===== src/rtl/execute_stage_pkg.sv =====
// Shared encodings and the latched-instruction payload for the execute stage.
package execute_stage_pkg;

  localparam int unsigned REG_IDX_W = 3;
  localparam int unsigned NUM_REGS  = 8;
  localparam int unsigned IMM_W     = 5;

  typedef enum logic [2:0] {
    ST_IDLE  = 3'd0,
    ST_LOADA = 3'd1,
    ST_LOADB = 3'd2,
    ST_EXEC  = 3'd3,
    ST_WB    = 3'd4
  } state_e;

  typedef enum logic [1:0] {
    ALU_ADD = 2'b00,
    ALU_SUB = 2'b01,
    ALU_AND = 2'b10,
    ALU_MVN = 2'b11
  } alu_op_e;

  typedef enum logic [1:0] {
    SHIFT_NONE = 2'b00,
    SHIFT_LSL1 = 2'b01,
    SHIFT_LSR1 = 2'b10,
    SHIFT_ASR1 = 2'b11
  } shift_op_e;

  typedef struct packed {
    logic [REG_IDX_W-1:0] rn;
    logic [REG_IDX_W-1:0] rm;
    logic [REG_IDX_W-1:0] rd;
    logic [1:0]           aluop;
    logic [1:0]           shift;
    logic                 asel;
    logic                 bsel;
    logic [IMM_W-1:0]     imm5;
    logic                 wb_en;
  } instr_t;

endpackage


===== src/rtl/execute_stage_alu_shift.sv =====
// Combinational B shifter, ALU and Z/N/V flag generation.
module alu_shift
  import execute_stage_pkg::*;
#(
  parameter int unsigned WIDTH = 16
) (
  input  logic [WIDTH-1:0] a,
  input  logic [WIDTH-1:0] b,
  input  logic [1:0]       aluop,
  input  logic [1:0]       shift,
  output logic [WIDTH-1:0] result_c,
  output logic             z_c,
  output logic             n_c,
  output logic             v_c
);

  localparam int unsigned MSB = WIDTH - 1;

  logic [WIDTH-1:0] b_sh;

  always_comb begin
    b_sh = b;
    case (shift)
      SHIFT_LSL1: b_sh = {b[MSB-1:0], 1'b0};
      SHIFT_LSR1: b_sh = {1'b0, b[MSB:1]};
      SHIFT_ASR1: b_sh = {b[MSB], b[MSB:1]};
      default:    b_sh = b;
    endcase
  end

  // Overflow only has meaning for the two arithmetic ops.
  always_comb begin
    result_c = '0;
    v_c      = 1'b0;
    case (aluop)
      ALU_ADD: begin
        result_c = a + b_sh;
        v_c      = (a[MSB] == b_sh[MSB]) && (result_c[MSB] != a[MSB]);
      end
      ALU_SUB: begin
        result_c = a + ~b_sh + WIDTH'(1);
        v_c      = (a[MSB] != b_sh[MSB]) && (result_c[MSB] != a[MSB]);
      end
      ALU_AND: result_c = a & b_sh;
      ALU_MVN: result_c = ~b_sh;
      default: result_c = '0;
    endcase
  end

  assign z_c = (result_c == '0);
  assign n_c = result_c[MSB];

endmodule


===== src/rtl/execute_stage.sv =====
// Five-state execute stage: latch instruction, read A, read B, run ALU, strobe write stage.
module execute_stage
  import execute_stage_pkg::*;
#(
  parameter int unsigned WIDTH = 16
) (
  input  logic             clk,
  input  logic             rst_n,
  input  logic             start,
  input  logic [2:0]       rn,
  input  logic [2:0]       rm,
  input  logic [2:0]       rd,
  input  logic [1:0]       aluop,
  input  logic [1:0]       shift,
  input  logic             asel,
  input  logic             bsel,
  input  logic [4:0]       imm5,
  input  logic             wb_en,
  input  logic [WIDTH-1:0] reg0,
  input  logic [WIDTH-1:0] reg1,
  input  logic [WIDTH-1:0] reg2,
  input  logic [WIDTH-1:0] reg3,
  input  logic [WIDTH-1:0] reg4,
  input  logic [WIDTH-1:0] reg5,
  input  logic [WIDTH-1:0] reg6,
  input  logic [WIDTH-1:0] reg7,
  output logic [WIDTH-1:0] C,
  output logic             write,
  output logic [2:0]       writenum,
  output logic             vsel,
  output logic             Z,
  output logic             N,
  output logic             V,
  output logic             busy,
  output logic             done
);

  state_e           state, state_d;
  instr_t           instr;
  logic [WIDTH-1:0] a_reg, b_reg;
  logic [WIDTH-1:0] regs [NUM_REGS];
  logic             write_d, done_d, busy_d;

  logic [WIDTH-1:0] alu_result;
  logic             alu_z, alu_n, alu_v;
  logic [1:0]       shift_eff;

  assign regs[0] = reg0;
  assign regs[1] = reg1;
  assign regs[2] = reg2;
  assign regs[3] = reg3;
  assign regs[4] = reg4;
  assign regs[5] = reg5;
  assign regs[6] = reg6;
  assign regs[7] = reg7;

  // An immediate B operand bypasses the shifter.
  assign shift_eff = instr.bsel ? SHIFT_NONE : instr.shift;

  alu_shift #(.WIDTH(WIDTH)) u_alu_shift (
    .a        (a_reg),
    .b        (b_reg),
    .aluop    (instr.aluop),
    .shift    (shift_eff),
    .result_c (alu_result),
    .z_c      (alu_z),
    .n_c      (alu_n),
    .v_c      (alu_v)
  );

  always_ff @(posedge clk or negedge rst_n) begin
    if (!rst_n) begin
      state <= ST_IDLE;
      write <= 1'b0;
      done  <= 1'b0;
      busy  <= 1'b0;
    end else begin
      state <= state_d;
      write <= write_d;
      done  <= done_d;
      busy  <= busy_d;
    end
  end

  // Strobes are computed one state early so they are registered into WB.
  always_comb begin
    state_d = state;
    write_d = 1'b0;
    done_d  = 1'b0;
    case (state)
      ST_IDLE:  if (start) state_d = ST_LOADA;
      ST_LOADA: state_d = ST_LOADB;
      ST_LOADB: state_d = ST_EXEC;
      ST_EXEC: begin
        state_d = ST_WB;
        write_d = instr.wb_en;
        done_d  = 1'b1;
      end
      ST_WB:    state_d = ST_IDLE;
      default:  state_d = ST_IDLE;
    endcase
    busy_d = (state_d != ST_IDLE);
  end

  always_ff @(posedge clk or negedge rst_n) begin
    if (!rst_n) begin
      instr    <= '0;
      a_reg    <= '0;
      b_reg    <= '0;
      C        <= '0;
      Z        <= 1'b0;
      N        <= 1'b0;
      V        <= 1'b0;
      writenum <= '0;
      vsel     <= 1'b0;
    end else begin
      vsel <= 1'b0;
      case (state)
        ST_IDLE: begin
          if (start) begin
            instr <= '{rn: rn, rm: rm, rd: rd, aluop: aluop, shift: shift,
                       asel: asel, bsel: bsel, imm5: imm5, wb_en: wb_en};
          end
        end
        ST_LOADA: a_reg <= instr.asel ? '0 : regs[instr.rn];
        ST_LOADB: b_reg <= instr.bsel ? {{(WIDTH-IMM_W){instr.imm5[IMM_W-1]}}, instr.imm5}
                                      : regs[instr.rm];
        ST_EXEC: begin
          C        <= alu_result;
          Z        <= alu_z;
          N        <= alu_n;
          V        <= alu_v;
          writenum <= instr.rd;
        end
        default: ;
      endcase
    end
  end

endmodule


===== config.mk =====
export PLATFORM = sky130hd
export DESIGN_NAME = execute_stage
export DESIGN_NICKNAME = d
export VERILOG_FILES = /design/src/rtl/execute_stage_pkg.sv /design/src/rtl/execute_stage_alu_shift.sv /design/src/rtl/execute_stage.sv
export SDC_FILE = /design/constraint.sdc
export NUM_CORES = 1
export LEC_CHECK = 0
export CORE_ASPECT_RATIO = 0.5
export CORE_MARGIN = 5
export CORE_UTILIZATION = 51
export CTS_CLUSTER_SIZE = 8
export DETAILED_ROUTE_END_ITERATION = 8
export GPL_TIMING_DRIVEN = 0
export HOLD_SLACK_MARGIN = 0.06
export PLACE_DENSITY = 0.82
export SYNTH_ARGS = -nofsm -noshare
export SYNTH_HDL_FRONTEND = slang
export SYNTH_SLANG_ARGS = --single-unit

===== constraint.sdc =====
create_clock -name clk -period 4.3 [get_ports clk]
set_input_delay 0.86 -clock clk [delete_from_list [all_inputs] [get_ports clk]]
set_output_delay 0.86 -clock clk [all_outputs]
set_load 0.02 [all_outputs]

==> impl_metrics.py, run 1 <==
metrics = {
    "run_status": {
        "outcome": "finished clean",
    },
    "yosys": {
        "synth-edff-count": 0,
        "yosys.area_share.adder_pct": 5.97,
        "synthArstFlopShare_pct": 100,
        "ys_warn_count": 0,
        "synth_seq_cells": 80,
        "synth.distinct_cells": 69,
        "synth_area_leader_cell": "dfrtp_1",
        "synthDominantCellAreaShare_pct": 28.0,
        "synth_ff_type": "dfrtp_1",
        "synth-xor-area-share_pct": 1.47,
        "synth_compound_area_share_pct": 19.5,
        "synth-simple-area-share_pct": 11.5,
        "synth_cells": 741,
        "avgSynthCellArea_sq_um": 9.67,
        "synthMuxAreaShare_pct": 28.0,
        "syn-num-nets": 926,
        "netlist_area_sq_um": 7160,
        "synth-seq-area-share_pct": 28.0,
        "synth.top_cells.by_area": "dfrtp_1 (28%), mux4_2 (20%), o21ai_0 (5.5%), ha_1 (5.4%), nand2_1 (4.6%)",
        "synth_top_family_by_area": "multiplexers",
    },
    "floorplanning": {
        "die_w_microns": 178,
        "rows": 30,
        "initial_core_util_pct": 52.4,
        "ioPinCount": 178,
        "design.core.area_sq_um": 13700,
        "fp.dieH_microns": 93.8,
        "die_area_sq_um": 16700,
    },
    "timing": {
        "fin_skew_ns": 0.00874,
        "hold_viol": 0,
        "holdWs_ns": 0.473,
        "period_minus_slack_ns": 4.11,
        "setup_slack_ns": 0.187,
        "setup_violations": 0,
        "clock.fmax_mhz": 243,
        "tightest_slew_ns": 0.945,
        "tns_ns": 0,
        "drv_slew": 0,
        "fin_crit_sh_pct": 95.6,
        "relSlewSlack_pct": 37.0,
    },
    "worst_setup_path": {
        "cp.arrival_ns": 4.36,
        "cp-start-kind": "register",
        "cp_max_fo": 10,
        "startpoint": "instr[6]",
        "rr_worst_depth": 14,
        "cp-endpoint": "Z",
        "critPathCaptureType": "register",
        "ff2ff_setup_slack_ns": 0.19,
        "r2r-start": "instr[6]",
        "crit_type": "register to register",
        "cp.required_ns": 4.54,
        "r2r-end": "Z",
    },
    "final_layout": {
        "multi_input_area_sq_um": 4790,
        "final_cell_area_sq_um": 9520,
        "drive_gt1_share_pct": 15.5,
        "regMostFlops": "instr",
        "nets": 1114,
        "antenna_cells": 0,
        "fillers": 1080,
        "instances_no_fill": 1126,
        "largest_register_ffs": 21,
        "layout-area-overhead-vs-synth_pct": 32.9,
        "regArea_sq_um": 2000,
        "final_util_pct": 69.7,
    },
    "cts": {
        "cts_buffers": 9,
        "cts_tree": "yes",
        "clk_pin_slew_worst_paths_ns": 0.07,
        "clkSinkCount": 80,
        "htree_num_levels": 3,
        "clockBufferDepth": 2,
        "post_cts_buffers": 0,
        "ctsResizeCount": 3,
        "cts_root_buf": "clkbuf_16",
        "cts_hold_buffers": 0,
        "clk_latency_ns": 0.35,
    },
    "power_and_ir_drop": {
        "power.density_nw_per_um2": 885,
        "p_leak_nw": 3.84,
        "power_mw": 8.42,
        "ir_worst_vdd_v": 0.000470,
    },
    "route": {
        "via_count": 6896,
        "wl_per_cell_microns": 21.1,
        "routed_wl_mm": 23.8,
        "firstDrtPassIters": 5,
        "drt_iter0_drc": 519,
        "route.detailed.drc": 0,
        "antenna_left": 0,
        "viasPerCell": 6.12,
    },
    "place": {
        "port_buffers": 176,
        "dp.cells": 1111,
        "dpl-instance-area_sq_um": 9200,
        "pre_cts_ws_ns": -0.362,
        "hpwlAfterDp_mm": 19.4,
        "place.gp.congestion": 0.932,
    },
    "global_route": {
        "gr-total-overflow": 0,
        "grt_first_pass_wirelength_mm": 37.6,
        "grtUsageTotal_pct": 29.2,
        "grt_max_degree": 42,
        "antenna_found_initial": 0,
        "grt_pass1_vias": 6789,
    },
    "flow_run": {
        "cap_violations": 0,
    },
    "worst_hold_path": {
        "min_path_type": "register to register",
    },
}
-- area by class of cell --
type | instances | share of cell area, %
Buffer | 60 | 2.67
Clock buffer | 10 | 2.41
Clock inverter | 6 | 0.723
Inverter | 37 | 1.46
Multi-Input combinational cell | 563 | 50.4
Sequential cell | 80 | 21.0
Tap cell | 192 | 2.52
Timing Repair Buffer | 178 | 18.8
-- worst min path at each step --
stage,start,to,slack [ns],cells past startpoint
after detailed placement,instr[13],writenum[1],0.47,2
after global routing,writenum[0],writenum[0],0.51,2
after floorplan,instr[12],writenum[0],0.43,2
after CTS,instr[13],writenum[1],0.48,2
final,instr[13],writenum[1],0.47,2
after global placement,instr[12],writenum[0],0.44,2
-- cells in the mapped netlist, drive strengths merged (11+ instances only) --
cell and instances:
mux2 29, nor2 49, a21oi 44, inv 37
dfrtp 80, o31ai 11, ha 31, mux2i 24
nand2 88, o21ai 83, clkbuf 39, mux4 64
buf 22
-- per-layer routing --
metal / share of wire [%] / GRT usage, %
met2: 44 / 45.2
met1: 43 / 40.6
met3: 9.8 / 7.08
met4: 2.9 / 9.65
met5: 0 / 0
-- logic make-up after synthesis --
family,Yosys count
other cells,1
xor+xnor,12
simple gates,185
buf+inv,98
compound gates,215
fa+ha+maj,33
flops,80
mux,117
-- critical path, stage by stage (launching register included) --
cell and delay, ns:
dfrtp_2 0.43, clkbuf_4 0.24, clkbuf_4 0.24, o21ai_0 0.16, ha_1 0.27, fa_1 0.45
o21ba_1 0.20, or4_1 0.49, a21oi_2 0.26, o21a_1 0.19, o21ai_1 0.08, o311a_1 0.16
a311o_1 0.37, a211o_1 0.29, o41ai_2 0.18
-- cells in the final DEF (no fill, tap or decap), types with 6 or more instances in the layout --
| master | instances |
|---|---|
| a21o_1 | 6 |
| a21oi_1 | 42 |
| a31oi_1 | 9 |
| buf_1 | 13 |
| clkbuf_1 | 37 |
| clkbuf_16 | 9 |
| clkdlybuf4s50_1 | 175 |
| dfrtp_1 | 79 |
| ha_1 | 30 |
| inv_1 | 35 |
| mux2_2 | 29 |
| mux2i_1 | 24 |
| mux4_2 | 64 |
| nand2_1 | 88 |
| nor2_1 | 48 |
| nor2b_1 | 6 |
| nor3_1 | 8 |
| o21ai_0 | 77 |
| o21ai_1 | 6 |
| o22ai_1 | 9 |
| o31ai_1 | 10 |
| xnor2_1 | 10 |
-- where the power goes --
part	leakage [nW]	switching (mW)	internal, mW
Sequential	0.987	0.307	1.11
Combinational	2.72	3.56	2.67
Clock	0.131	0.325	0.452
No activity file was read; power rests on OpenSTA's default activity.
==> inputs of run 2 (changes only) <==
--- a/config.mk
+++ b/config.mk
@@ -5,13 +5,14 @@
 export SDC_FILE = /design/constraint.sdc
 export NUM_CORES = 1
 export LEC_CHECK = 0
+export ABC_AREA = 1
 export CORE_ASPECT_RATIO = 0.5
 export CORE_MARGIN = 5
-export CORE_UTILIZATION = 51
+export CORE_UTILIZATION = 66
 export CTS_CLUSTER_SIZE = 8
 export DETAILED_ROUTE_END_ITERATION = 8
+export DONT_BUFFER_PORTS = 1
 export GPL_TIMING_DRIVEN = 0
-export HOLD_SLACK_MARGIN = 0.06
 export PLACE_DENSITY = 0.82
 export SYNTH_ARGS = -nofsm -noshare
 export SYNTH_HDL_FRONTEND = slang
==> impl_metrics.py, run 2 <==
metrics = {
    "place": {
        "hpwlAfterDp_mm": 21.7,
        "dpl-instance-area_sq_um": 7940,
        "place.gp.congestion": 1.01,
        "pre_cts_ws_ns": 1.12,
        "port_buffers": 0,
    },
    "cts": {
        "post_cts_buffers": 0,
        "clockBufferDepth": 2,
        "cts_hold_buffers": 0,
        "cts_buffers": 9,
        "ctsResizeCount": 0,
        "clkSinkCount": 80,
        "cts_root_buf": "clkbuf_16",
        "clk_pin_slew_worst_paths_ns": 0.07,
        "clk_latency_ns": 0.36,
        "htree_num_levels": 3,
        "cts_tree": "yes",
    },
    "yosys": {
        "synth.top_cells.by_area": "dfrtp_1 (26%), nand2_1 (15%), o21ai_0 (9.8%), a21oi_1 (7.6%), nand3_1 (7.0%)",
        "synth-seq-area-share_pct": 25.9,
        "synth_seq_cells": 80,
        "synthDominantCellAreaShare_pct": 25.9,
        "ys_warn_count": 0,
        "netlist_area_sq_um": 7740,
        "synthArstFlopShare_pct": 100,
        "synth_ff_type": "dfrtp_1",
        "synth-edff-count": 0,
        "synth.distinct_cells": 37,
        "yosys-top-cells-count": "nand2_1 (306), o21ai_0 (152), inv_1 (142)",
        "synth_cells": 1252,
        "avgSynthCellArea_sq_um": 6.18,
        "synth_most_common_cell": "nand2_1",
        "syn-num-nets": 1437,
        "synth_area_leader_cell": "dfrtp_1",
    },
    "global_route": {
        "grt_max_degree": 81,
        "antenna_found_initial": 0,
        "grtUsageTotal_pct": 39.6,
        "grt_pass1_vias": 8675,
        "grt_first_pass_wirelength_mm": 44.5,
        "gr-total-overflow": 0,
    },
    "timing": {
        "period_minus_slack_ns": 3.34,
        "fin_skew_ns": 0.0137,
        "clock.fmax_mhz": 299,
        "tns_ns": 0,
        "hold_viol": 0,
        "relSlewSlack_pct": 30.9,
        "setup_violations": 0,
        "setup_slack_ns": 0.958,
        "fin_crit_sh_pct": 77.7,
        "drv_slew": 0,
        "rsz0062_at_grt": "no",
        "tightest_slew_ns": 1.03,
    },
    "worst_setup_path": {
        "critPathCaptureType": "register",
        "crit_cells": 20,
        "ff2ff_setup_slack_ns": 0.96,
        "path_cells": "inv_2 -> nand2_4 -> nand2_4 -> buf_4 -> o221ai_1 -> inv_1 -> ha_1 -> buf_2 -> inv_1 -> nand2_1 -> nand2_1 -> o21bai_1 -> a21oi_1 -> nand2_1 -> nand2_1 -> nand3_1 -> nand3b_1 -> nor2_1 -> nand3_1 -> nand2_1",
        "cp-start-kind": "register",
        "r2r-start": "instr[6]",
        "critPathMaxStageDelay_ns": 0.49,
        "cp_common_cell": "nand2_1",
        "cp.arrival_ns": 3.58,
        "rr_worst_depth": 20,
        "r2r-end": "Z",
        "crit_type": "register to register",
        "path_delay_family": "simple AND/OR/NAND/NOR gates",
        "cp_slowest_cell": "dfrtp_1",
        "cp.required_ns": 4.54,
        "cp_num_buf_inv": 5,
        "cp_max_fo": 10,
    },
    "final_layout": {
        "final_cell_area_sq_um": 8270,
        "layout_common_cells": "nand2_1 (306), o21ai_0 (152), inv_1 (142)",
        "final_util_pct": 73.7,
        "largest_register_ffs": 21,
        "drive_gt1_share_pct": 4.18,
        "regMostFlops": "instr",
        "final_common_cell": "nand2_1",
        "layout-area-overhead-vs-synth_pct": 6.87,
        "antenna_cells": 0,
        "nets": 1448,
    },
    "route": {
        "wl_per_cell_microns": 20.1,
        "drt_iter0_drc": 1631,
        "antenna_left": 0,
        "viasPerCell": 6.55,
        "firstDrtPassIters": 6,
        "via_count": 9340,
        "route.detailed.drc": 0,
        "routed_wl_mm": 28.7,
    },
    "floorplanning": {
        "die_w_microns": 163,
        "fp.dieH_microns": 86.6,
        "initial_core_util_pct": 69.0,
        "die_area_sq_um": 14100,
        "design.core.area_sq_um": 11200,
        "ioPinCount": 178,
        "rows": 27,
    },
    "power_and_ir_drop": {
        "p_leak_nw": 4.11,
        "ir_worst_vdd_v": 0.000466,
        "power.density_nw_per_um2": 1070,
        "power_mw": 8.88,
    },
    "run_status": {
        "outcome": "finished clean",
    },
    "worst_hold_path": {
        "min_path_type": "input pin to asynchronous set/reset pin",
    },
    "flow_run": {
        "cap_violations": 0,
    },
}
run 2: changes by cell type in the layout (fill, tap and decap cells not counted), moves of 60 or more:
cell / delta
o211ai_1: +60
mux4_2: -64
a21oi_1: +76
o21ai_0: +75
nand3_1: +103
inv_1: +107
nand2_1: +218
clkdlybuf4s50_1: -175
run 2: logic make-up (layout without fill, tap and decap cells):
group | after synthesis | count (layout) | share of synthesized area [%]
and+or+nand+nor | 539 | 539 | 28.9
AOI/OAI and AO/OA | 363 | 363 | 26.6
other | 1 | 1 | 0.0485
buffers and inverters | 222 | 238 | 11.1
adders and majority gates | 33 | 33 | 5.53
xor gates and xnor gates | 3 | 3 | 0.340
DFF | 80 | 80 | 25.9
muxes | 11 | 11 | 1.60
run 2: final cells by class:
type | instances | area [sq um]
Sequential cell | 80 | 2000
Clock buffer | 9 | 225
Inverter | 146 | 548
Fill cell | 957 | 2950
Tap cell | 159 | 199
Multi-Input combinational cell | 950 | 4870
Buffer | 76 | 313
Clock inverter | 7 | 108
run 2: worst reg2reg max path, stage by stage (launching register included):
cell      delay, ns
dfrtp_1        0.49
inv_2          0.13
nand2_4        0.14
nand2_4        0.11
buf_4          0.19
o221ai_1       0.29
inv_1          0.08
ha_1           0.28
buf_2          0.17
inv_1          0.10
nand2_1        0.06
nand2_1        0.11
o21bai_1       0.19
a21oi_1        0.25
nand2_1        0.12
nand2_1        0.09
nand3_1        0.10
nand3b_1       0.15
nor2_1         0.05
nand3_1        0.08
nand2_1        0.05
run 2: worst max-delay path by stage:
stage	from	endpoint	slack, ns
after detailed placement	instr[6]	Z	1.12
after CTS	instr[6]	Z	1.04
after global placement	instr[6]	Z	1.23
after global routing	instr[6]	Z	0.75
final	instr[6]	Z	0.96
after floorplan	instr[6]	Z	1.69
run 2: metrics by stage:
stage / hold slack [ns] / instances
2_1_floorplan: 0.436 / 1252
3_3_place_gp: 0.446 / 1411
3_5_place_dp: 0.456 / 1411
4_1_cts: 0.192 / 1427
5_1_grt: 0.190 / 1427
6_report: 0.192 / 1427
run 2: metal layers:
metal | vias to the layer above | global-route usage [%] | part of all wire [%]
met5 | - | 0 | 0
li1 | 4205 | - | -
met4 | 0 | 13.9 | 3.9
met2 | 786 | 64.8 | 44
met1 | 4198 | 51.5 | 37
met3 | 151 | 10.0 | 15
run 2: power breakdown:
part	leakage [nW]	switching (mW)	internal [mW]
Combinational	2.99	4.52	1.97
Clock	0.160	0.360	0.521
Sequential	0.969	0.409	1.10
Total	4.11	5.28	3.59
